===== config.mk =====
export PLATFORM = sky130hd
export DESIGN_NAME = iter_recip_gen
export DESIGN_NICKNAME = d
export VERILOG_FILES = /design/src/rtl/mandel_pkg.sv /design/src/rtl/restoring_div_step.sv /design/src/rtl/iter_recip_gen.sv
export SDC_FILE = /design/constraint.sdc
export NUM_CORES = 1
export LEC_CHECK = 0
export BUFFER_PORTS_ARGS = -buffer_cell sky130_fd_sc_hd__buf_2
export CAP_MARGIN = 20
export CELL_PAD_IN_SITES_DETAIL_PLACEMENT = 2
export CELL_PAD_IN_SITES_GLOBAL_PLACEMENT = 2
export CORE_MARGIN = 2
export CORE_UTILIZATION = 43
export DETAILED_ROUTE_END_ITERATION = 12
export PLACE_DENSITY_LB_ADDON = 0.1
export SLEW_MARGIN = 20
export SYNTH_ARGS = -nofsm -noshare
export SYNTH_HDL_FRONTEND = slang
export SYNTH_HIERARCHICAL = 1
export SYNTH_SLANG_ARGS = --single-unit
export TNS_END_PERCENT = 20

===== constraint.sdc =====
create_clock -name clk -period 4.84 [get_ports clk]
set_clock_uncertainty 0.15 [all_clocks]
set_input_delay 0.968 -clock clk [delete_from_list [all_inputs] [get_ports clk]]
set_output_delay 0.968 -clock clk [all_outputs]
set_load 0.01 [all_outputs]

===== src/rtl/mandel_pkg.sv =====
// Shared types and widths for the Mandelbrot colour path: iteration width,
// reciprocal precision and the reciprocal generator's FSM encoding.
package mandel_pkg;

    localparam int ITER_W  = 10;
    localparam int RECIP_W = 16;

    typedef enum logic [1:0] {
        IDLE = 2'd0,
        LOAD = 2'd1,
        DIV  = 2'd2
    } recip_state_t;

endpackage


===== src/rtl/restoring_div_step.sv =====
// One combinational restoring-division step: shift in a dividend bit, try to
// subtract the divisor, keep the difference only when it does not borrow.
module restoring_div_step #(
    parameter int ITER_W = 10
) (
    input  logic [ITER_W:0]   rem,
    input  logic              dividend_bit,
    input  logic [ITER_W-1:0] divisor,
    output logic [ITER_W:0]   rem_next,
    output logic              q_bit
);

    logic [ITER_W+1:0] partial_s;
    logic [ITER_W+2:0] diff_s;
    logic              borrow_s;
    logic              unused_s;

    assign partial_s = {rem, dividend_bit};
    assign diff_s    = {1'b0, partial_s} - {3'b000, divisor};
    assign borrow_s  = diff_s[ITER_W+2];

    // rem < divisor always holds, so the top bit of the partial remainder is zero
    assign unused_s  = ^{partial_s[ITER_W+1], diff_s[ITER_W+1]};

    assign q_bit    = ~borrow_s;
    assign rem_next = borrow_s ? partial_s[ITER_W:0] : diff_s[ITER_W:0];

endmodule


===== src/rtl/iter_recip_gen.sv =====
// Generates floor(2^RECIP_W / max_iterations) in Q0.RECIP_W with a bit-serial
// restoring divider; recomputes on reset, input change or explicit request.
module iter_recip_gen
    import mandel_pkg::*;
#(
    parameter int ITER_W  = mandel_pkg::ITER_W,
    parameter int RECIP_W = mandel_pkg::RECIP_W
) (
    input  logic               clk,
    input  logic               rst_n,
    input  logic [ITER_W-1:0]  max_iterations,
    input  logic               recompute,
    output logic [RECIP_W-1:0] max_iter_recip,
    output logic               recip_valid,
    output logic               busy
);

    localparam int CNT_W = $clog2(RECIP_W + 2);

    recip_state_t       state_r;
    recip_state_t       state_nxt_s;

    logic [ITER_W-1:0]  last_iter_r;
    logic [ITER_W-1:0]  divisor_r;
    logic               pending_r;
    logic [ITER_W:0]    rem_r;
    logic [RECIP_W:0]   dividend_r;
    logic [RECIP_W-1:0] quotient_r;
    logic [CNT_W-1:0]   cnt_r;
    logic [RECIP_W-1:0] recip_r;
    logic               valid_r;
    logic               busy_r;

    logic               start_s;
    logic               latch_s;
    logic               load_div_s;
    logic               div_step_s;
    logic               write_res_s;
    logic               write_zero_s;
    logic [ITER_W:0]    rem_next_s;
    logic               q_bit_s;
    logic [RECIP_W:0]   quo_next_s;

    restoring_div_step #(
        .ITER_W (ITER_W)
    ) u_step (
        .rem          (rem_r),
        .dividend_bit (dividend_r[RECIP_W]),
        .divisor      (divisor_r),
        .rem_next     (rem_next_s),
        .q_bit        (q_bit_s)
    );

    // Only the low RECIP_W quotient bits need storage; the MSB appears on the final step
    assign quo_next_s = {quotient_r, q_bit_s};

    // Next-state and datapath control; a change or request always restarts from LOAD
    always_comb begin
        start_s      = (max_iterations != last_iter_r) || recompute;
        state_nxt_s  = state_r;
        latch_s      = 1'b0;
        load_div_s   = 1'b0;
        div_step_s   = 1'b0;
        write_res_s  = 1'b0;
        write_zero_s = 1'b0;
        case (state_r)
            IDLE: begin
                if (start_s || pending_r) begin
                    latch_s     = 1'b1;
                    state_nxt_s = LOAD;
                end else begin
                    state_nxt_s = IDLE;
                end
            end
            LOAD: begin
                if (start_s) begin
                    latch_s     = 1'b1;
                    state_nxt_s = LOAD;
                end else if (divisor_r == '0) begin
                    write_zero_s = 1'b1;
                    state_nxt_s  = IDLE;
                end else begin
                    load_div_s  = 1'b1;
                    state_nxt_s = DIV;
                end
            end
            DIV: begin
                if (start_s) begin
                    latch_s     = 1'b1;
                    state_nxt_s = LOAD;
                end else if (cnt_r == CNT_W'(1)) begin
                    div_step_s  = 1'b1;
                    write_res_s = 1'b1;
                    state_nxt_s = IDLE;
                end else begin
                    div_step_s  = 1'b1;
                    state_nxt_s = DIV;
                end
            end
            default: begin
                state_nxt_s = IDLE;
            end
        endcase
    end

    // FSM state and busy flag
    always_ff @(posedge clk or negedge rst_n) begin
        if (!rst_n) begin
            state_r <= IDLE;
            busy_r  <= 1'b0;
        end else begin
            state_r <= state_nxt_s;
            busy_r  <= (state_nxt_s != IDLE);
        end
    end

    // Divider datapath and result registers; the result only changes on completion
    always_ff @(posedge clk or negedge rst_n) begin
        if (!rst_n) begin
            last_iter_r <= '0;
            divisor_r   <= '0;
            pending_r   <= 1'b1;
            rem_r       <= '0;
            dividend_r  <= '0;
            quotient_r  <= '0;
            cnt_r       <= '0;
            recip_r     <= '0;
            valid_r     <= 1'b0;
        end else begin
            if (latch_s) begin
                divisor_r   <= max_iterations;
                last_iter_r <= max_iterations;
                pending_r   <= 1'b0;
                valid_r     <= 1'b0;
            end
            if (load_div_s) begin
                rem_r      <= '0;
                dividend_r <= {1'b1, {RECIP_W{1'b0}}};
                quotient_r <= '0;
                cnt_r      <= CNT_W'(RECIP_W + 1);
            end
            if (div_step_s) begin
                rem_r      <= rem_next_s;
                dividend_r <= {dividend_r[RECIP_W-1:0], 1'b0};
                quotient_r <= quo_next_s[RECIP_W-1:0];
                cnt_r      <= cnt_r - CNT_W'(1);
            end
            if (write_res_s) begin
                recip_r <= quo_next_s[RECIP_W] ? {RECIP_W{1'b1}} : quo_next_s[RECIP_W-1:0];
                valid_r <= 1'b1;
            end
            if (write_zero_s) begin
                recip_r <= '0;
                valid_r <= 1'b1;
            end
        end
    end

    assign max_iter_recip = recip_r;
    assign recip_valid    = valid_r;
    assign busy           = busy_r;

endmodule


== After elaboration in Yosys (flattened, before gate mapping) ==
Cells that the tools add are included.

* Bits in registers: 80
* Latch bits: 0
* Memory bits (writable): 0
* Memory bits (read-only): 0
* Bits of input ports: 13
* Output and inout bits: 18
* Logic and storage cells: 61
* Memories: 0

* Add/subtract/negate cells: 2
* Multiply operators: 0
* Div/mod/pow operators: 0
* Magnitude comparators: 0
* Eq/ne operators: 4
* Shift operators: 0
* Multiplexer cells: 35
* Bitwise operators: 1
* Reductions and logical operators: 9

{| class="wikitable"
|+ Operators with widths
! operator !! count
|-
| 16-bit 2-to-1 mux || 5
|-
| 17-bit 2-to-1 mux || 2
|-
| 11-bit 2-to-1 mux || 3
|-
| 1-bit 2-to-1 mux || 17
|-
| 12-bit by 10-bit subtractor with 13-bit output || 1
|-
| 10-bit zero test || 1
|-
| 5-bit 2-to-1 mux || 2
|-
| 10-bit inequality test || 1
|-
| 2-bit 2-to-1 mux || 4
|-
| 2-bit one-hot mux with 3 select lines || 1
|-
| 2-bit nonzero test || 3
|-
| 5-bit by 1-bit equality test with 1-bit output, second input constant || 1
|-
| 5-bit by 1-bit subtractor with 5-bit output, second input constant || 1
|-
| 3-bit nonzero test || 1
|-
| 2-bit by 1-bit equality test with 1-bit output, second input constant || 1
|-
| 2-bit equality test, second input constant || 1
|-
| 2-bit zero test || 1
|-
| 1-bit logical OR || 2
|-
| 1-bit one-hot mux with 2 select lines || 1
|-
| 2-bit OR reduction || 1
|-
| 1-bit NOT || 1
|}

== Logic depth before layout (Yosys ltp) ==
Gate-level depths: netlist (run 1).

* Word-level depth: 8
* Gate-level depth with buffers: 10
* Depth with buffers taken out: 9

== Cells and area by module ==
Netlist (run 1), hierarchy kept.

{| class="wikitable"
|+ By module, submodules not included
! module !! times used !! cells each !! area each (µm²) !! seq. area each (µm²)
|-
| iter_recip_gen || 1 || 216 || 2,767.7 || 1,602.8
|-
| restoring_div_step || 1 || 86 || 671.9 || 0.0
|}

== Worst setup path after synthesis (run 1) ==
OpenSTA, ideal clock, no wires.

* Path type: input to register
* Start: input port max_iterations[2]
* End: register recip_r[0], in the netlist max_iter_recip[0]
* Library setup time: 0.123 ns
* Arrival: 2.424 ns
* Required time: 4.567 ns
* Path slack: 2.142 ns
* Stages on the path: 7
* Path buffers: 2
* Cell sequence: xor2_1 > nor4_2 > nand3_1 > a21o_1 > buf_2 > buf_6 > o2bb2ai_1

* Longest elaborated chain between the ends: 5
* Elaborated cells on any way between the ends: 8
* Those cells by class: eq/ne (1); mux (5); reduce/logical (2)

{| class="wikitable"
|+ Ends and longest elaborated chain
! element !! line !! RTL
|-
| start: declaration || iter_recip_gen.sv:11 || <nowiki>input logic [ITER_W-1:0] max_iterations,</nowiki>
|-
| 10-bit inequality test (*) || iter_recip_gen.sv:59 || <nowiki>start_s = (max_iterations != last_iter_r) || recompute;</nowiki>
|-
| 1-bit logical OR (*) || iter_recip_gen.sv:59 ||
|-
| 1-bit 2-to-1 mux, on equally long branches || iter_recip_gen.sv:76, iter_recip_gen.sv:88 ||
|-
| 1-bit 2-to-1 mux || iter_recip_gen.sv:66 || <nowiki>case (state_r)</nowiki>
|-
| 16-bit 2-to-1 mux or 2-bit nonzero test (tied branches) || n/a ||
|-
| end signal: assignment || iter_recip_gen.sv:149 || <nowiki>recip_r <= quo_next_s[RECIP_W] ? {RECIP_W{1'b1}} : quo_next_s[RECIP_W-1:0];</nowiki>
|-
| end: declaration || iter_recip_gen.sv:30 || <nowiki>logic [RECIP_W-1:0] recip_r;</nowiki>
|}

Mark *: on every way between the ends. The rest lies on a longest branch, timed or not.
A chain may end at the register's enable or synchronous reset.

== Worst setup path in the final report (run 1) ==
* Start: register dividend_r[16]
* End: register rem_r[2]

* Longest elaborated chain between the ends: 3

{| class="wikitable"
|+ Ends and longest elaborated chain
! element !! line !! RTL
|-
| start: declaration || iter_recip_gen.sv:27 || <nowiki>logic [RECIP_W:0] dividend_r;</nowiki>
|-
| start signal: assignment || iter_recip_gen.sv:138 || <nowiki>dividend_r <= {1'b1, {RECIP_W{1'b0}}};</nowiki>
|-
| start signal: assignment || iter_recip_gen.sv:144 || <nowiki>dividend_r <= {dividend_r[RECIP_W-1:0], 1'b0};</nowiki>
|-
| 12-bit by 10-bit subtractor with 13-bit output || restoring_div_step.sv:19 || <nowiki>assign diff_s = {1'b0, partial_s} - {3'b000, divisor};</nowiki>
|-
| 11-bit 2-to-1 mux || restoring_div_step.sv:26 || <nowiki>assign rem_next = borrow_s ? partial_s[ITER_W:0] : diff_s[ITER_W:0];</nowiki>
|-
| via rem_next_s[2] || iter_recip_gen.sv:40 || <nowiki>logic [ITER_W:0] rem_next_s;</nowiki>
|-
| 11-bit 2-to-1 mux || iter_recip_gen.sv:142 || <nowiki>if (div_step_s) begin</nowiki>
|-
| end signal: assignment || iter_recip_gen.sv:143 || <nowiki>rem_r <= rem_next_s;</nowiki>
|-
| end: declaration || iter_recip_gen.sv:26 || <nowiki>logic [ITER_W:0] rem_r;</nowiki>
|}

The timed path passes the listed nets, and every way through them passes these cells.

==> flow_metrics.py, run 1 <==
metrics = {
    "placement": {
        "dp_hpwl_mm": 6.27,
        "place_congestion": 0.788,
        "io_buffers": 30,
    },
    "sta": {
        "fin_tns_setup_ns": 0,
        "final-setup-viol-count": 0,
        "fmax_mhz": 306,
        "maxSlewHeadroom_pct": 34.8,
        "maxSlewViolCount": 0,
        "timing.final.crit_share_pct": 67.6,
        "rsz0062_at_grt": "no",
        "min_period_ns": 3.27,
        "tightest_slew_ns": 0.978,
        "hold_viol_final": 0,
    },
    "setup_path": {
        "path_delay_family": "compound AO/OA/AOI/OAI gates",
        "critical_path.cell_chain": "inv_1, ha_1, fa_1, nand2b_1, a211oi_2, nor4_2, o21ai_2, mux2_2, a22o_1",
        "critPathKind": "reg -> reg",
        "startpoint": "dividend_r[16]",
        "critPathMaxStageDelay_ns": 0.68,
        "crit_path_start_kind": "flop",
        "critPathCaptureType": "flop",
        "critPathMaxFanout": 12,
        "crit_slowest_cell": "o21ai_2",
        "crit_required_ns": 4.92,
        "cp.arrival_ns": 3.35,
        "critical_path_buf_inv_count": 1,
        "reg2reg_from": "dividend_r[16]",
    },
    "routing": {
        "wl_met1_mm": 4.31,
        "wirelength_mm": 9.25,
        "route.met2.wl_mm": 4.63,
        "vias": 2518,
        "viasPerCell": 5.74,
        "dr.first_iter.drc_count": 62,
        "dr.pass1.iters": 4,
        "route.detailed.drc": 0,
        "drtAntennaViolNets": 0,
        "wl_met3_um": 225,
        "top_layer": "met4",
        "wl_per_cell_um": 21.1,
    },
    "yosys": {
        "seq_area_frac_synth_pct": 46.6,
        "synth.cell_area_um2": 3440,
        "ys.flop_type": "dfrtp_1",
        "syn_avg_cell_area_um2": 11.4,
        "synth_cells": 302,
        "ys_ff_latch": 64,
        "synthesis.nets": 332,
        "synthDistinctLibCells": 50,
        "synth-edff-count": 0,
        "ys_warn_count": 6,
        "async_flop_share_pct": 100,
    },
    "clock_tree": {
        "htree_levels": 3,
        "clk_pin_slew_ns": 0.08,
        "postCtsHoldBufs": 0,
        "clock_path_buffers": 2,
        "clock_latency_ns": 0.34,
        "cts_resized": 0,
        "cts_tree": "done",
        "cts.sinks": 64,
        "cts_root_buffer": "clkbuf_8",
        "post_cts_buffers": 0,
        "cts_made_buffers": 9,
    },
    "floorplanning": {
        "pin_count": 31,
        "start_util_pct": 44.5,
        "rows": 32,
        "fp.coreArea_um2": 7730,
        "die_h_um": 93.4,
        "dieWidth_um": 93.4,
        "dieArea_um2": 8730,
    },
    "status": {
        "outcome": "completed",
    },
    "power": {
        "p_leak_nw": 1.77,
        "power_density_nw_per_um2": 346,
        "ir_drop_mv": 0.226,
        "power.total_mw": 1.35,
    },
    "grt": {
        "first_global_vias": 2751,
        "grt_max_degree": 38,
        "grt.total_usage_pct": 23.0,
        "antenna_found_initial": 0,
        "grt_overflow_total": 0,
        "grt_pass1_wl_mm": 15.3,
    },
    "cells_and_area": {
        "area_delta_synth_final_pct": 13.2,
        "n_fill_cell": 813,
        "fin_nets": 362,
        "layout-drive-gt1-share_pct": 27.0,
        "diodes": 0,
    },
    "min_path": {
        "hold_path.startpoint": "pending_r",
        "hp-class": "reg -> reg",
    },
    "job": {
        "maxCapViolCount": 0,
    },
}
worst paths after layout:
| kind | slack (ns) | cells after the start | end |
|---|---|---|---|
| max | 1.57 | 9 | rem_r[2] |
| min | 0.32 | 1 | pending_r |
| max reg2reg | 1.57 | 9 | rem_r[2] |
| min reg2reg | 0.32 | 1 | pending_r |
| max in group asynchronous | 3.08 | 2 | rem_r[2] |
| min in group asynchronous | 0.57 | 1 | rem_r[7] |
kinds of logic after synthesis:
kind of cell             share of synthesized area (%)
adder cells (fa/ha/maj)                           6.40
multiplexers                                      7.71
buffers and inverters                             4.73
AO/OA/AOI/OAI                                     20.9
AND/OR/NAND/NOR                                   9.86
XOR/XNOR                                          3.82
flip-flops                                        46.6
layout by cell type (no fill, tap or decap), types with 2 or more instances in the layout:
cell       count
nand2b_1       2
nor2_1        26
nand2_1       10
o21ai_2        2
o21a_1         2
a22o_1        14
bufinv_16      3
mux2_2        12
o2bb2ai_1     16
ha_1          16
clkbuf_8      10
a21oi_1       10
mux2_4         6
dfrtp_1       63
nand3_1        6
inv_1         19
nor2b_1        3
o21ai_0        8
nor3_1         7
o31ai_1        2
o221ai_1       2
xnor2_1        3
a22o_2        13
buf_4          2
xor2_1        12
nand3b_1       2
nor4_1         2
nor4_2         3
o21bai_1       2
buf_2         30
a21o_1         2
mux2i_1        4
a211oi_2       2
report_power, final:
part,internal (mW),total [mW],switching [mW]
clock network,0.359,0.591,0.232
logic,0.0722,0.177,0.105
registers,0.553,0.578,0.0249
state kept, by name, summed over array words and instances, names as in the netlist:
name,flops
cnt_r,5
quotient_r,16
pending_r,1
divisor_r,10
state_r,2
rem_r,11
recip_valid,1
busy,1
dividend_r,1
max_iter_recip,16
stage by stage:
| step | cells | area [µm²] | utilization (%) | worst slack [ns] | hold WS (ns) |
|---|---|---|---|---|---|
| floorplan | 302 | 3440 | - | 2.14 | 0.291 |
| global placement | 423 | 3640 | 47.1 | 1.65 | 0.304 |
| detailed placement | 423 | 3640 | 47.1 | 1.57 | 0.307 |
| CTS | 439 | 3890 | 50.4 | 1.57 | 0.318 |
| global route | 439 | 3890 | 50.4 | 1.40 | 0.341 |
| finish | 439 | 3890 | 50.4 | 1.57 | 0.315 |
synthesized netlist by cell type, types with 8 or more instances:
| cell type | n | area share [%] |
|---|---|---|
| ha_1 | 16 | 5.8 |
| xor2_1 | 12 | 3.1 |
| a22o_1 | 14 | 3.6 |
| dfrtp_1 | 63 | 46 |
| o21ai_0 | 8 | 1.2 |
| a22o_2 | 13 | 3.8 |
| o2bb2ai_1 | 16 | 4.1 |
| a21oi_1 | 10 | 1.5 |
| nand2_1 | 10 | 1.1 |
| inv_1 | 19 | 2.1 |
| nor2_1 | 26 | 2.8 |
| mux2_2 | 12 | 3.9 |
layout make-up:
class / instances / area, µm² / share of cell area (%)
sequential: 64 / 1600 / 41.2
timing repair buffer: 32 / 165 / 4.24
clock inverter: 6 / 115 / 2.96
multi-input combinational: 206 / 1670 / 43.0
clock buffer: 10 / 138 / 3.53
tap: 102 / 128 / 3.28
inverter: 19 / 71.3 / 1.83
layer usage:
metal  track usage [%]  up-vias
met3              3.79        9
met4              5.15        0
met1              30.9     1305
met5                 0        -
li1                  -     1170
met2              39.1       34
No activity file was read; power rests on OpenSTA's default activity.
==> run 2, diff against run 1 <==
- CORE_UTILIZATION: 43 -> 36
- clock period: 4.84 -> 2.92 ns (I/O delays scaled with it)
==> run 2 against run 1 <==
Setup slack worse by 1.5 ns. Clock-buffer cell count unchanged. Total power up 57%. Clock power up 42%.
==> flow_metrics.py, run 2 (synthesis results as in run 1) <==
metrics = {
    "cells_and_area": {
        "layout_common_cells": "63 x dfrtp_1, 30 x buf_2, 26 x nor2_1, 19 x inv_1",
        "fin_nets": 372,
        "area_delta_synth_final_pct": 17.0,
        "finalNonFillerCells": 475,
        "diodes": 0,
        "layout-drive-gt1-share_pct": 28.9,
        "layout_commonest_cell": "dfrtp_1",
    },
    "grt": {
        "antenna_found_initial": 0,
        "grt.total_usage_pct": 18.9,
        "met2_usage_pct": 32.3,
        "met1_usage_pct": 23.2,
        "met3_usage_pct": 4.90,
        "first_global_vias": 2783,
        "grt_pass1_wl_mm": 14.7,
        "grt_overflow_total": 0,
        "grt_max_degree": 44,
        "gr-max-usage-layer": "met2",
    },
    "floorplanning": {
        "fp.coreArea_um2": 9240,
        "dieArea_um2": 10400,
        "start_util_pct": 37.2,
        "die_h_um": 102,
        "dieWidth_um": 102,
        "rows": 35,
        "pin_count": 31,
    },
    "sta": {
        "hold_viol_final": 0,
        "min_period_ns": 2.85,
        "maxSlewHeadroom_pct": 56.0,
        "maxSlewViolCount": 0,
        "final-setup-viol-count": 0,
        "fmax_mhz": 351,
        "timing.final.crit_share_pct": 97.5,
        "timing.final.ws_setup_ns": 0.0740,
        "tightest_slew_ns": 0.661,
    },
    "clock_tree": {
        "clock_latency_ns": 0.35,
        "cts_root_buffer": "clkbuf_8",
        "cts.sinks": 64,
        "postCtsHoldBufs": 0,
        "cts_tree": "done",
        "cts_made_buffers": 9,
        "clk_pin_slew_ns": 0.07,
        "htree_levels": 3,
        "clock_path_buffers": 2,
    },
    "placement": {
        "dp_cells": 458,
        "io_buffers": 30,
        "place_congestion": 0.826,
        "dp_slack_ns": 0.111,
        "dp_hpwl_mm": 6.34,
    },
    "routing": {
        "route.detailed.drc": 0,
        "dr.first_iter.drc_count": 35,
        "viasPerCell": 5.25,
        "dr.pass1.iters": 4,
        "wl_per_cell_um": 19.0,
        "vias": 2494,
        "drtAntennaViolNets": 0,
        "wirelength_mm": 9.03,
    },
    "power": {
        "power.internal_mw": 1.53,
        "power_frac_comb_pct": 14.9,
        "p_sw_share_pct": 27.5,
        "power_density_nw_per_um2": 524,
        "ir_drop_mv": 0.263,
        "switchingPower_mw": 0.581,
        "p_seq_share_pct": 45.4,
        "p_leak_nw": 1.82,
        "clock_power_share_pct": 39.7,
    },
    "job": {
        "maxCapViolCount": 0,
    },
    "setup_path": {
        "cp.arrival_ns": 2.94,
        "critPathMaxFanout": 10,
        "crit_path_start_kind": "flop",
        "crit_required_ns": 3.01,
        "critPathCaptureType": "flop",
        "critPathKind": "reg -> reg",
    },
    "status": {
        "outcome": "completed",
    },
    "min_path": {
        "hp-class": "in -> async",
    },
}
==> run 2: cell count changes in the layout (fill, tap and decap cells not counted), sizes merged <==
| cell | change |
|---|---|
| inv | -1 |
| clkinvlp | +2 |
| bufinv | -1 |
| buf | +10 |
| clkinv | -1 |
==> run 2: power groups by stage <==
stage	Combinational, mW	Clock (mW)	Sequential [mW]
after floorplan	0.198	0	0.963
after global placement	0.299	0	0.973
after detailed placement	0.308	0	0.975
after CTS	0.314	0.874	0.959
after global routing	0.349	0.900	0.963
final	0.315	0.839	0.958
==> run 2: path summary, 6_finish.rpt <==
kind	startpoint	endpoint	slack (ns)	depth (start not counted)
max	divisor_r[0]	rem_r[2]	0.07	9
max reg2reg	divisor_r[0]	rem_r[2]	0.07	9
min	rst_n	rem_r[5]	0.10	1
max in group asynchronous	rst_n	max_iter_recip[0]	1.87	2
min reg2reg	pending_r	pending_r	0.32	1
min in group clk	pending_r	pending_r	0.32	1
==> run 2: final cells by class <==
cell class | instances | area (µm²)
timing repair buffer | 42 | 290
clock inverter | 5 | 82.6
tap | 129 | 161
fill | 990 | 5220
sequential | 64 | 1600
multi-input combinational | 206 | 1690
inverter | 19 | 71.3
clock buffer | 10 | 128
==> run 2: timing repair <==
action	4_1_cts	5_1_grt
endpoints found under the setup margin	0	7
buffers inserted	0	2
resized for setup	0	2
==> run 2: through the flow <==
stage / hold WS (ns) / setup TNS [ns] / total power [mW] / instance area, µm² / utilization [%]
CTS: 0.0928 / 0 / 2.15 / 4000 / 43.2
global placement: 0.299 / 0 / 1.27 / 3780 / 41.0
detailed placement: 0.311 / 0 / 1.28 / 3780 / 41.0
global route: 0.116 / -0.0151 / 2.21 / 4030 / 43.6
floorplan: 0.138 / 0 / 1.16 / 3440 / -
finish: 0.102 / 0 / 2.11 / 4030 / 43.6
==> run 2: critical path, cell delays in order, from the launching register on <==
cell,delay (ns)
dfrtp_1,0.42
ha_1,0.24
fa_1,0.42
nand2b_4,0.18
a211oi_4,0.28
nor4_2,0.09
o21ai_2,0.23
buf_12,0.18
mux2_2,0.33
a22o_1,0.21
==> run 2: per-layer routing <==
| layer | wire [µm] | vias to the layer above |
|---|---|---|
| li1 | - | 1185 |
| met1 | 3970 | 1270 |
| met2 | 4630 | 31 |
| met3 | 317 | 8 |
| met4 | 108 | 0 |
| met5 | 0 | - |
